[src/rtl/riscv_pkg.sv]
`default_nettype none
// ============================================================================
//  Module      : riscv_pkg
//  Description : Shared constants for the pipelined RISC-V core: datapath
//                width, the bubble instruction, default reset PC and the
//                instruction field bit positions used by fetch and decode.
//  Ports       : none (package)
//  Revision    : 1.0 - initial release
// ============================================================================
package riscv_pkg;

    localparam int unsigned XLEN = 32;

    // addi x0,x0,0 : decodes as a harmless OP-IMM when inserted as a bubble
    localparam logic [31:0] NOP_INSTR        = 32'h0000_0013;
    localparam logic [31:0] RESET_PC_DEFAULT = 32'h0000_0000;

    // Instruction field positions
    localparam int unsigned OP_LSB       = 0;
    localparam int unsigned OP_MSB       = 6;
    localparam int unsigned RD_LSB       = 7;
    localparam int unsigned RD_MSB       = 11;
    localparam int unsigned FUNCT3_LSB   = 12;
    localparam int unsigned FUNCT3_MSB   = 14;
    localparam int unsigned RS1_LSB      = 15;
    localparam int unsigned RS1_MSB      = 19;
    localparam int unsigned RS2_LSB      = 20;
    localparam int unsigned RS2_MSB      = 24;
    localparam int unsigned FUNCT7B5_BIT = 30;

endpackage : riscv_pkg
`default_nettype wire

[src/rtl/fetch_stage_if.sv]
`default_nettype none
// ============================================================================
//  Module      : fetch_stage_if
//  Description : Bundle of the fetch stage's hazard controls, redirect,
//                instruction-memory port and decode-stage outputs.
//  Ports       : none (signals only)
//    master : fetch stage (drives imem_addr, PCF and all *D / field outputs)
//    slave  : surrounding pipeline (drives stalls, flush, redirect, imem_rdata)
//  Revision    : 1.0 - initial release
// ============================================================================
interface fetch_stage_if;
    import riscv_pkg::*;

    // Hazard / redirect controls
    logic            StallF;
    logic            StallD;
    logic            FlushD;
    logic            PCSrcE;
    logic [XLEN-1:0] PCTargetE;

    // Instruction memory
    logic [XLEN-1:0] imem_addr;
    logic [31:0]     imem_rdata;

    // Fetch / decode outputs
    logic [XLEN-1:0] PCF;
    logic [31:0]     InstrD;
    logic [XLEN-1:0] PCD;
    logic [XLEN-1:0] PCPlus4D;
    logic            validD;
    logic [6:0]      op;
    logic [2:0]      funct3;
    logic            funct7b5;
    logic [4:0]      Rs1D;
    logic [4:0]      Rs2D;
    logic [4:0]      RdD;

    modport master (
        input  StallF, StallD, FlushD, PCSrcE, PCTargetE, imem_rdata,
        output imem_addr, PCF, InstrD, PCD, PCPlus4D, validD,
               op, funct3, funct7b5, Rs1D, Rs2D, RdD
    );

    modport slave (
        output StallF, StallD, FlushD, PCSrcE, PCTargetE, imem_rdata,
        input  imem_addr, PCF, InstrD, PCD, PCPlus4D, validD,
               op, funct3, funct7b5, Rs1D, Rs2D, RdD
    );

endinterface : fetch_stage_if
`default_nettype wire

[src/rtl/fetch_stage_if_id_reg.sv]
`default_nettype none
// ============================================================================
//  Module      : if_id_reg
//  Description : IF/ID pipeline register. Reset and clear both load a bubble;
//                clear takes priority over a held (disabled) register.
//  Ports       :
//    clk, reset         : clock, synchronous active-high reset
//    i_en               : load enable (low = hold)
//    i_clr              : synchronous clear to bubble
//    i_instr/i_pc/i_pc_plus4 : fetched word, its PC and PC+4
//    o_instr/o_pc/o_pc_plus4/o_valid : registered decode-stage values
//  Revision    : 1.0 - initial release
// ============================================================================
module if_id_reg
    import riscv_pkg::*;
(
    input  wire logic            clk,
    input  wire logic            reset,
    input  wire logic            i_en,
    input  wire logic            i_clr,
    input  wire logic [31:0]     i_instr,
    input  wire logic [XLEN-1:0] i_pc,
    input  wire logic [XLEN-1:0] i_pc_plus4,
    output      logic [31:0]     o_instr,
    output      logic [XLEN-1:0] o_pc,
    output      logic [XLEN-1:0] o_pc_plus4,
    output      logic            o_valid
);

    logic [31:0]     r_instr;
    logic [XLEN-1:0] r_pc;
    logic [XLEN-1:0] r_pc_plus4;
    logic            r_valid;

    always_ff @(posedge clk) begin
        if (reset || i_clr) begin
            r_instr    <= NOP_INSTR;
            r_pc       <= '0;
            r_pc_plus4 <= '0;
            r_valid    <= 1'b0;
        end else if (i_en) begin
            r_instr    <= i_instr;
            r_pc       <= i_pc;
            r_pc_plus4 <= i_pc_plus4;
            r_valid    <= 1'b1;
        end
    end

    assign o_instr    = r_instr;
    assign o_pc       = r_pc;
    assign o_pc_plus4 = r_pc_plus4;
    assign o_valid    = r_valid;

endmodule : if_id_reg
`default_nettype wire

[src/rtl/fetch_stage.sv]
`default_nettype none
// ============================================================================
//  Module      : fetch_stage
//  Description : Instruction-fetch stage: PC register with next-PC selection
//                (redirect > stall > PC+4), instruction-memory address and the
//                IF/ID register feeding decode, plus decoded field slices.
//  Ports       :
//    clk, reset : clock, synchronous active-high reset
//    bus        : fetch_stage_if.master (hazard controls, redirect, imem port,
//                 PCF, InstrD/PCD/PCPlus4D/validD and field outputs)
//  Parameters  : RESET_PC - PC loaded on reset
//  Revision    : 1.0 - initial release
// ============================================================================
module fetch_stage
    import riscv_pkg::*;
#(
    parameter logic [XLEN-1:0] RESET_PC = RESET_PC_DEFAULT
) (
    input  wire logic      clk,
    input  wire logic      reset,
    fetch_stage_if.master  bus
);

    logic [XLEN-1:0] r_pcf;
    logic [XLEN-1:0] w_pc_plus4;
    logic [XLEN-1:0] w_pc_next;
    logic [31:0]     w_instr_d;
    logic [XLEN-1:0] w_pc_d;
    logic [XLEN-1:0] w_pc_plus4_d;
    logic            w_valid_d;

    // Modulo-2^XLEN: FFFF_FFFC wraps to 0
    assign w_pc_plus4 = r_pcf + XLEN'(4);

    // A redirect must not be lost while fetch is stalled, so it outranks StallF.
    always_comb begin
        w_pc_next = w_pc_plus4;
        if (bus.PCSrcE) begin
            w_pc_next = {bus.PCTargetE[XLEN-1:2], 2'b00};
        end else if (bus.StallF) begin
            w_pc_next = r_pcf;
        end
    end

    always_ff @(posedge clk) begin
        if (reset) begin
            r_pcf <= RESET_PC;
        end else begin
            r_pcf <= w_pc_next;
        end
    end

    if_id_reg u_if_id_reg (
        .clk        (clk),
        .reset      (reset),
        .i_en       (~bus.StallD),
        .i_clr      (bus.FlushD),
        .i_instr    (bus.imem_rdata),
        .i_pc       (r_pcf),
        .i_pc_plus4 (w_pc_plus4),
        .o_instr    (w_instr_d),
        .o_pc       (w_pc_d),
        .o_pc_plus4 (w_pc_plus4_d),
        .o_valid    (w_valid_d)
    );

    assign bus.imem_addr = r_pcf;
    assign bus.PCF       = r_pcf;
    assign bus.InstrD    = w_instr_d;
    assign bus.PCD       = w_pc_d;
    assign bus.PCPlus4D  = w_pc_plus4_d;
    assign bus.validD    = w_valid_d;

    assign bus.op        = w_instr_d[OP_MSB:OP_LSB];
    assign bus.funct3    = w_instr_d[FUNCT3_MSB:FUNCT3_LSB];
    assign bus.funct7b5  = w_instr_d[FUNCT7B5_BIT];
    assign bus.Rs1D      = w_instr_d[RS1_MSB:RS1_LSB];
    assign bus.Rs2D      = w_instr_d[RS2_MSB:RS2_LSB];
    assign bus.RdD       = w_instr_d[RD_MSB:RD_LSB];

endmodule : fetch_stage
`default_nettype wire

[src/flat_wrapper.sv]
// flat-port wrapper written by rule: the top's interface ports become plain ports
module fetch_stage_flat import riscv_pkg::*;
#(
    parameter logic [XLEN-1:0] RESET_PC = RESET_PC_DEFAULT
)
  (clk, reset, bus_StallF, bus_StallD, bus_FlushD, bus_PCSrcE, bus_PCTargetE, bus_imem_rdata, bus_imem_addr, bus_PCF, bus_InstrD, bus_PCD, bus_PCPlus4D, bus_validD, bus_op, bus_funct3, bus_funct7b5, bus_Rs1D, bus_Rs2D, bus_RdD);
  fetch_stage_if bus_i ();
  input  wire logic clk;
  input  wire logic reset;
  input wire logic [$bits(bus_i.StallF)-1:0] bus_StallF;
  input wire logic [$bits(bus_i.StallD)-1:0] bus_StallD;
  input wire logic [$bits(bus_i.FlushD)-1:0] bus_FlushD;
  input wire logic [$bits(bus_i.PCSrcE)-1:0] bus_PCSrcE;
  input wire logic [$bits(bus_i.PCTargetE)-1:0] bus_PCTargetE;
  input wire logic [$bits(bus_i.imem_rdata)-1:0] bus_imem_rdata;
  output wire logic [$bits(bus_i.imem_addr)-1:0] bus_imem_addr;
  output wire logic [$bits(bus_i.PCF)-1:0] bus_PCF;
  output wire logic [$bits(bus_i.InstrD)-1:0] bus_InstrD;
  output wire logic [$bits(bus_i.PCD)-1:0] bus_PCD;
  output wire logic [$bits(bus_i.PCPlus4D)-1:0] bus_PCPlus4D;
  output wire logic [$bits(bus_i.validD)-1:0] bus_validD;
  output wire logic [$bits(bus_i.op)-1:0] bus_op;
  output wire logic [$bits(bus_i.funct3)-1:0] bus_funct3;
  output wire logic [$bits(bus_i.funct7b5)-1:0] bus_funct7b5;
  output wire logic [$bits(bus_i.Rs1D)-1:0] bus_Rs1D;
  output wire logic [$bits(bus_i.Rs2D)-1:0] bus_Rs2D;
  output wire logic [$bits(bus_i.RdD)-1:0] bus_RdD;
  assign bus_i.StallF = bus_StallF;
  assign bus_i.StallD = bus_StallD;
  assign bus_i.FlushD = bus_FlushD;
  assign bus_i.PCSrcE = bus_PCSrcE;
  assign bus_i.PCTargetE = bus_PCTargetE;
  assign bus_i.imem_rdata = bus_imem_rdata;
  assign bus_imem_addr = bus_i.imem_addr;
  assign bus_PCF = bus_i.PCF;
  assign bus_InstrD = bus_i.InstrD;
  assign bus_PCD = bus_i.PCD;
  assign bus_PCPlus4D = bus_i.PCPlus4D;
  assign bus_validD = bus_i.validD;
  assign bus_op = bus_i.op;
  assign bus_funct3 = bus_i.funct3;
  assign bus_funct7b5 = bus_i.funct7b5;
  assign bus_Rs1D = bus_i.Rs1D;
  assign bus_Rs2D = bus_i.Rs2D;
  assign bus_RdD = bus_i.RdD;
  fetch_stage #(.RESET_PC(RESET_PC)) u_core (.clk(clk), .reset(reset), .bus(bus_i));
endmodule
[config.mk]
export PLATFORM = sky130hd
export DESIGN_NAME = fetch_stage_flat
export DESIGN_NICKNAME = d
export VERILOG_FILES = /design/src/rtl/riscv_pkg.sv /design/src/rtl/fetch_stage_if.sv /design/src/rtl/fetch_stage_if_id_reg.sv /design/src/rtl/fetch_stage.sv /design/src/flat_wrapper.sv
export SDC_FILE = /design/constraint.sdc
export NUM_CORES = 1
export LEC_CHECK = 0
export CAP_MARGIN = 20
export CORE_ASPECT_RATIO = 0.7
export CORE_UTILIZATION = 43
export CTS_CLUSTER_DIAMETER = 30
export DETAILED_ROUTE_END_ITERATION = 8
export GPL_TIMING_DRIVEN = 0
export HOLD_SLACK_MARGIN = 0.03
export PLACE_DENSITY_LB_ADDON = 0.25
export SKIP_CTS_REPAIR_TIMING = 1
export SYNTH_ARGS = -nofsm -noshare
export SYNTH_HDL_FRONTEND = slang
export SYNTH_SLANG_ARGS = --single-unit
[constraint.sdc]
create_clock -name clk -period 2.4 [get_ports clk]
set_input_delay 0.48 -clock clk [delete_from_list [all_inputs] [get_ports clk]]
set_output_delay 0.48 -clock clk [all_outputs]
set_load 0.01 [all_outputs]
### After elaboration in Yosys (flattened, before gate mapping)

Index checks and enable logic that the tools add are counted.

| storage, ports and cells | value |
|---|---|
| register bits after elaboration | 129 |
| bits in latches | 0 |
| bits in writable memories | 0 |
| ROM bits | 0 |
| logic and storage cells | 12 |
| memories kept | 0 |

| operators by class | value |
|---|---|
| $add $sub $neg | 1 |
| multipliers | 0 |
| divide/modulo/power cells | 0 |
| magnitude comparators | 0 |
| equality and inequality tests | 1 |
| shift operators | 0 |
| mux-type cells | 2 |
| bitwise logic cells | 0 |
| reduce and logical (&&, ||, !) cells | 2 |

Operators by type and width:

| kind | number |
|---|---|
| 32-bit 2-to-1 mux | 2 |
| 32-bit by 3-bit adder with 32-bit output (second input constant) | 1 |
| 2-bit by 1-bit != test with 1-bit output (second input constant) | 1 |
| 2-bit OR reduction | 1 |
| 1-bit logical OR | 1 |

### Logic depth before layout (Yosys ltp)

| logic depth | value |
|---|---|
| depth after elaboration | 3 |
| depth in mapped cells | 7 |

### Modules after synthesis

Synthesis repeated with hierarchy kept, for this count alone.

| unflattened totals | value |
|---|---|
| cell total of the unflattened synthesis | 676 |
| area total of the unflattened synthesis | 6231.0 sq um |

Modules (own cells, without submodules):

| module | times used | cells each | area each (sq um) | sequential area each (sq um) |
|---|---|---|---|---|
| if_id_reg | 1 | 315 | 3480.8 | 1941.9 |
| fetch_stage | 1 | 361 | 2750.1 | 600.6 |

### Worst setup path after synthesis

Ideal clock, no wire load.

| timing path | value |
|---|---|
| kind | reg-to-reg |
| start point | reg u_core.r_pcf[2], in the netlist u_core.bus.PCF[2] |
| end point | reg u_core.r_pcf[22], in the netlist u_core.bus.PCF[22] |
| setup time | 0.115 ns |
| arrival time | 1.887 ns |
| required time | 2.285 ns |
| setup slack | 0.399 ns |
| cell stages (with the launch flop) | 8 |
| path buffers | 1 |
| period minus slack after synthesis | 2.001 ns |
| cell sequence | dfxtp_1 ha_1 and4_1 clkbuf_1 nand2_1 nor4_1 xor2_1 o21a_1 |

| on the way | value |
|---|---|
| longest elaborated chain between the ends | 3 |

Ends and longest elaborated chain:

| item | RTL line | RTL |
|---|---|---|
| from (decl) | fetch_stage.sv:24 | `logic [XLEN-1:0] r_pcf;` |
| from (signal assigned) | fetch_stage.sv:49 | `r_pcf <= w_pc_next;` |
| 32-bit by 3-bit adder with 32-bit output | fetch_stage.sv:33 | `assign w_pc_plus4 = r_pcf + XLEN'(4);` |
| 32-bit 2-to-1 mux | fetch_stage.sv:40 | `end else if (bus.StallF) begin` |
| 32-bit 2-to-1 mux | fetch_stage.sv:38 | `if (bus.PCSrcE) begin` |

Every way passes these cells. The select of a mux whose other input is x is not followed.
A chain may end at the register's enable or synchronous reset.

### Worst setup path in the final report

| timing path | value |
|---|---|
| start point | reg u_core.r_pcf[3], in the netlist u_core.bus.PCF[3] |
| end point | reg u_core.r_pcf[10], in the netlist u_core.bus.PCF[10] |

Same word-level chain as after synthesis.

==> out/metrics.yaml <==
status:
  status: "finished, final reports clean"
synthesis:
  muxShareOfSynthArea: 0.1157
  synth_edf_count: 0
  synth_top_family_by_area: "simple AND/OR/NAND/NOR gates"
  avgSynthCellArea_sq_um: 8.792
  synth.area.top_cells: "dfxtp_1, mux2i_1, buf_4"
  postSynth.asyncResetShare: 0
  synth_compound_area_frac: 0.09704
  netlist_area_sq_um: 5969
  synth_top_cell_area_share: 0.4125
  yosysUniqueCellTypes: 47
  syn_inst: 679
  synth_adder_area_share: 0.002096
  ys_seq_area_frac: 0.4125
  synth_flop_cell: "dfxtp_1"
  yosysTopAreaCell: "dfxtp_1"
  ys_seq_elements: 123
  synth_warnings: 0
  synth-xor-area-share: 0.07043
  yosys.area_share.simple: 0.1708
setup_path:
  critical_path.cell_chain: "ha_1 > nand4_1 > nor3_2 > xnor2_1 > o21ai_0 > nor2b_1"
  r2r_cells: 6
  crit_path_end_kind: "flop"
  critPathLaunch: "u_core.bus.PCF[3]"
  cp-endpoint: "u_core.bus.PCF[10]"
  cp.depth: 6
  arrival_ns: 2.55
  path_max_fanout: 9
  critical_path_required_ns: 2.67
  cpPeakStageDelay_ns: 0.53
  worst-path-buf-inv: 0
  path_class: "flop to flop"
  r2r-end: "u_core.bus.PCF[10]"
  regToRegSetupSlack_ns: 0.12
  r2r-start: "u_core.bus.PCF[3]"
  start_kind: "flop"
  cp_top_family: "simple AND/OR/NAND/NOR gates"
  cp_slowest_cell: "dfxtp_1"
cells_and_area:
  drive_gt1_frac: 0.1372
  multi_input_area_sq_um: 2766
  ff_latch_area_sq_um: 2464
  syn2layout_area_growth_pct: 56.03
  stdcell_count: 1147
  diodes: 0
  final_nets: 1020
  fill_cells: 1080
clocking:
  clk_latency_ns: 0.41
  cts_tree: "built"
  clkSinkCount: 123
  cts-root-buf: "clkbuf_16"
  cts_buffers: 17
  cts.htree.levels: 4
  clock_path_buffers: 2
  path_clk_slew_ns: 0.06
power:
  pwr_density_cell_nw_per_um2: 621.6
  intPower_mw: 4.359
  pwr-share-comb: 0.152
  power.share.clock: 0.465
  p_seq_frac: 0.383
  power.leakage_nw: 3.736
  swShare: 0.2471
  peakVddDrop_mv: 0.5313
  switchingPower_mw: 1.431
routing:
  met3WireLength_mm: 1.480
  dr.first_iter.drc_count: 242
  vias: 5649
  post_drt_via_cell_ratio: 4.925
  met2_length_mm: 8.483
  drcViolationCount: 0
  first_pass_iters: 5
  highest_layer: "met4"
  antenna_left: 0
  wl_met1_mm: 8.359
  wl_mm: 18.62
  wl_per_cell_um: 16.23
hold_path:
  hp-class: "flop to flop"
floorplan:
  core_sq_um: 13360
  die_height_um: 100.6
  start_util: 0.4469
  dieArea_sq_um: 14370
  die_w_um: 142.8
  rows: 35
  io_pins: 257
timing:
  skew_ns: 0.008054
  finalHoldViolCount: 0
  period_share: 0.9495
  setup_viol: 0
  tns_ns: 0
  min_period_ns: 2.279
  fin_ws_ns: 0.1211
  fmax_mhz: 438.8
  relSlewSlack: 0.4783
  rsz0062_at_grt: "false"
  whs_ns: 0.4587
  worstMarginPinSlew_ns: 0.7753
  maxSlewViolCount: 0
grt:
  antenna_found_initial: 0
  grt_max_degree: 17
  track_usage: 0.2588
  overflow: 0
  grt_pass1_wl_mm: 28.03
  grt_pass1_vias: 5346
placement:
  io_buffers: 245
  globalplace.congestion: 0.8665
  dp_slack_ns: -0.2898
  dpl.hpwl_mm: 13.84
  dp_cells: 1116
run:
  maxCapViolations: 0
## synth_stat cells (2+ instances only)
library cell / count
dfxtp_1: 123
nor2_1: 93
mux2i_1: 69
buf_4: 67
a21oi_1: 52
clkbuf_1: 31
nand2_1: 28
o21ai_0: 27
xnor2_1: 26
xor2_1: 22
inv_1: 21
o21a_1: 16
nor4_1: 12
nand3_1: 10
nor3_1: 9
nand4_1: 8
buf_1: 6
buf_2: 6
nor2b_1: 6
and3_1: 4
o22ai_1: 4
clkbuf_2: 3
nor3_2: 3
nor3b_1: 3
or2_2: 3
and4_1: 2
nand3_2: 2
nor4_2: 2
nor4_4: 2
or3_1: 2
## power by group through the flow
stage	combinational, mW	clock, mW	sequential (mW)
2_1_floorplan	0.399	0	2.27
3_3_place_gp	0.864	0	2.26
3_5_place_dp	0.874	0	2.26
4_1_cts	0.883	2.73	2.21
5_1_grt	0.944	2.83	2.23
6_report	0.879	2.69	2.22
## area by class of cell
type,instances,area share
plain buffers,113,0.07456
inverters,22,0.008866
flip-flops and latches,123,0.2645
well taps,185,0.02485
clock buffers,17,0.04567
clock inverters,15,0.02123
multi-input cells,427,0.2970
repair buffers,245,0.2633
## how the worst min path moves through the flow
stage / start / end / slack [ns] / depth (start not counted)
finish: u_core.u_if_id_reg.o_valid / u_core.u_if_id_reg.o_valid / 0.46 / 1
floorplan: u_core.u_if_id_reg.o_pc_plus4[4] / u_core.u_if_id_reg.o_pc_plus4[4] / 0.49 / 2
detailed placement: u_core.u_if_id_reg.o_valid / u_core.u_if_id_reg.o_valid / 0.45 / 1
global route: u_core.u_if_id_reg.o_valid / u_core.u_if_id_reg.o_valid / 0.48 / 1
CTS: u_core.u_if_id_reg.o_valid / u_core.u_if_id_reg.o_valid / 0.46 / 1
global placement: u_core.u_if_id_reg.o_valid / u_core.u_if_id_reg.o_valid / 0.43 / 1
## placed cells by master (no fill, tap or decap), types with 3 or more instances in the layout
cell type        Yosys  layout
nor4_2               2       3
xor2_1              22      22
nor2b_1              6       6
conb_1               1       8
nand3_1             10      10
clkinv_2             0       4
bufinv_16            0       4
nor3b_1              3       3
nor2_1              93      93
nor4_1              12      11
nand4_1              8       8
buf_4               67      67
nor3_1               9       8
buf_1                6       6
clkbuf_2             3       3
o21ai_0             27      27
inv_1               21      21
mux2i_1             69      69
and3_1               4       4
nor3_2               3       4
a21oi_1             52      52
clkbuf_1            31      30
clkinvlp_4           0       3
clkbuf_16            0      17
dfxtp_1            123     122
o21a_1              16      16
buf_2                6       6
clkdlybuf4s50_1      0     245
o22ai_1              4       4
nand2_1             28      27
xnor2_1             26      26
or2_2                3       3
## logic make-up after synthesis
kind of cell | count (synthesis)
AOI/OAI and AO/OA | 103
xor gates and xnor gates | 48
adders and majority gates | 1
buffers and inverters | 136
DFF | 123
muxes | 69
other | 1
and+or+nand+nor | 198
## sequential cells by signal (all words and copies together), names as in the netlist
name                           count
u_core.u_if_id_reg.o_pc_plus4     30
u_core.bus.PCF                    30
u_core.u_if_id_reg.o_instr        32
u_core.u_if_id_reg.o_pc           30
u_core.u_if_id_reg.o_valid         1
## metal layers
layer	global-route usage	vias to the layer above
li1	-	2750
met1	0.3361	2652
met2	0.4148	219
met3	0.06603	28
met4	0.09760	0
met5	0	-
## stage by stage
step / util / cell area, sq um / power [mW]
floorplan: - / 5996 / 2.670
global placement: 0.6498 / 8680 / 3.119
detailed placement: 0.6498 / 8680 / 3.132
CTS: 0.6965 / 9303 / 5.822
global route: 0.6973 / 9314 / 6.002
finish: 0.6973 / 9314 / 5.790
Note: power is estimated with default switching activity, not from simulation.
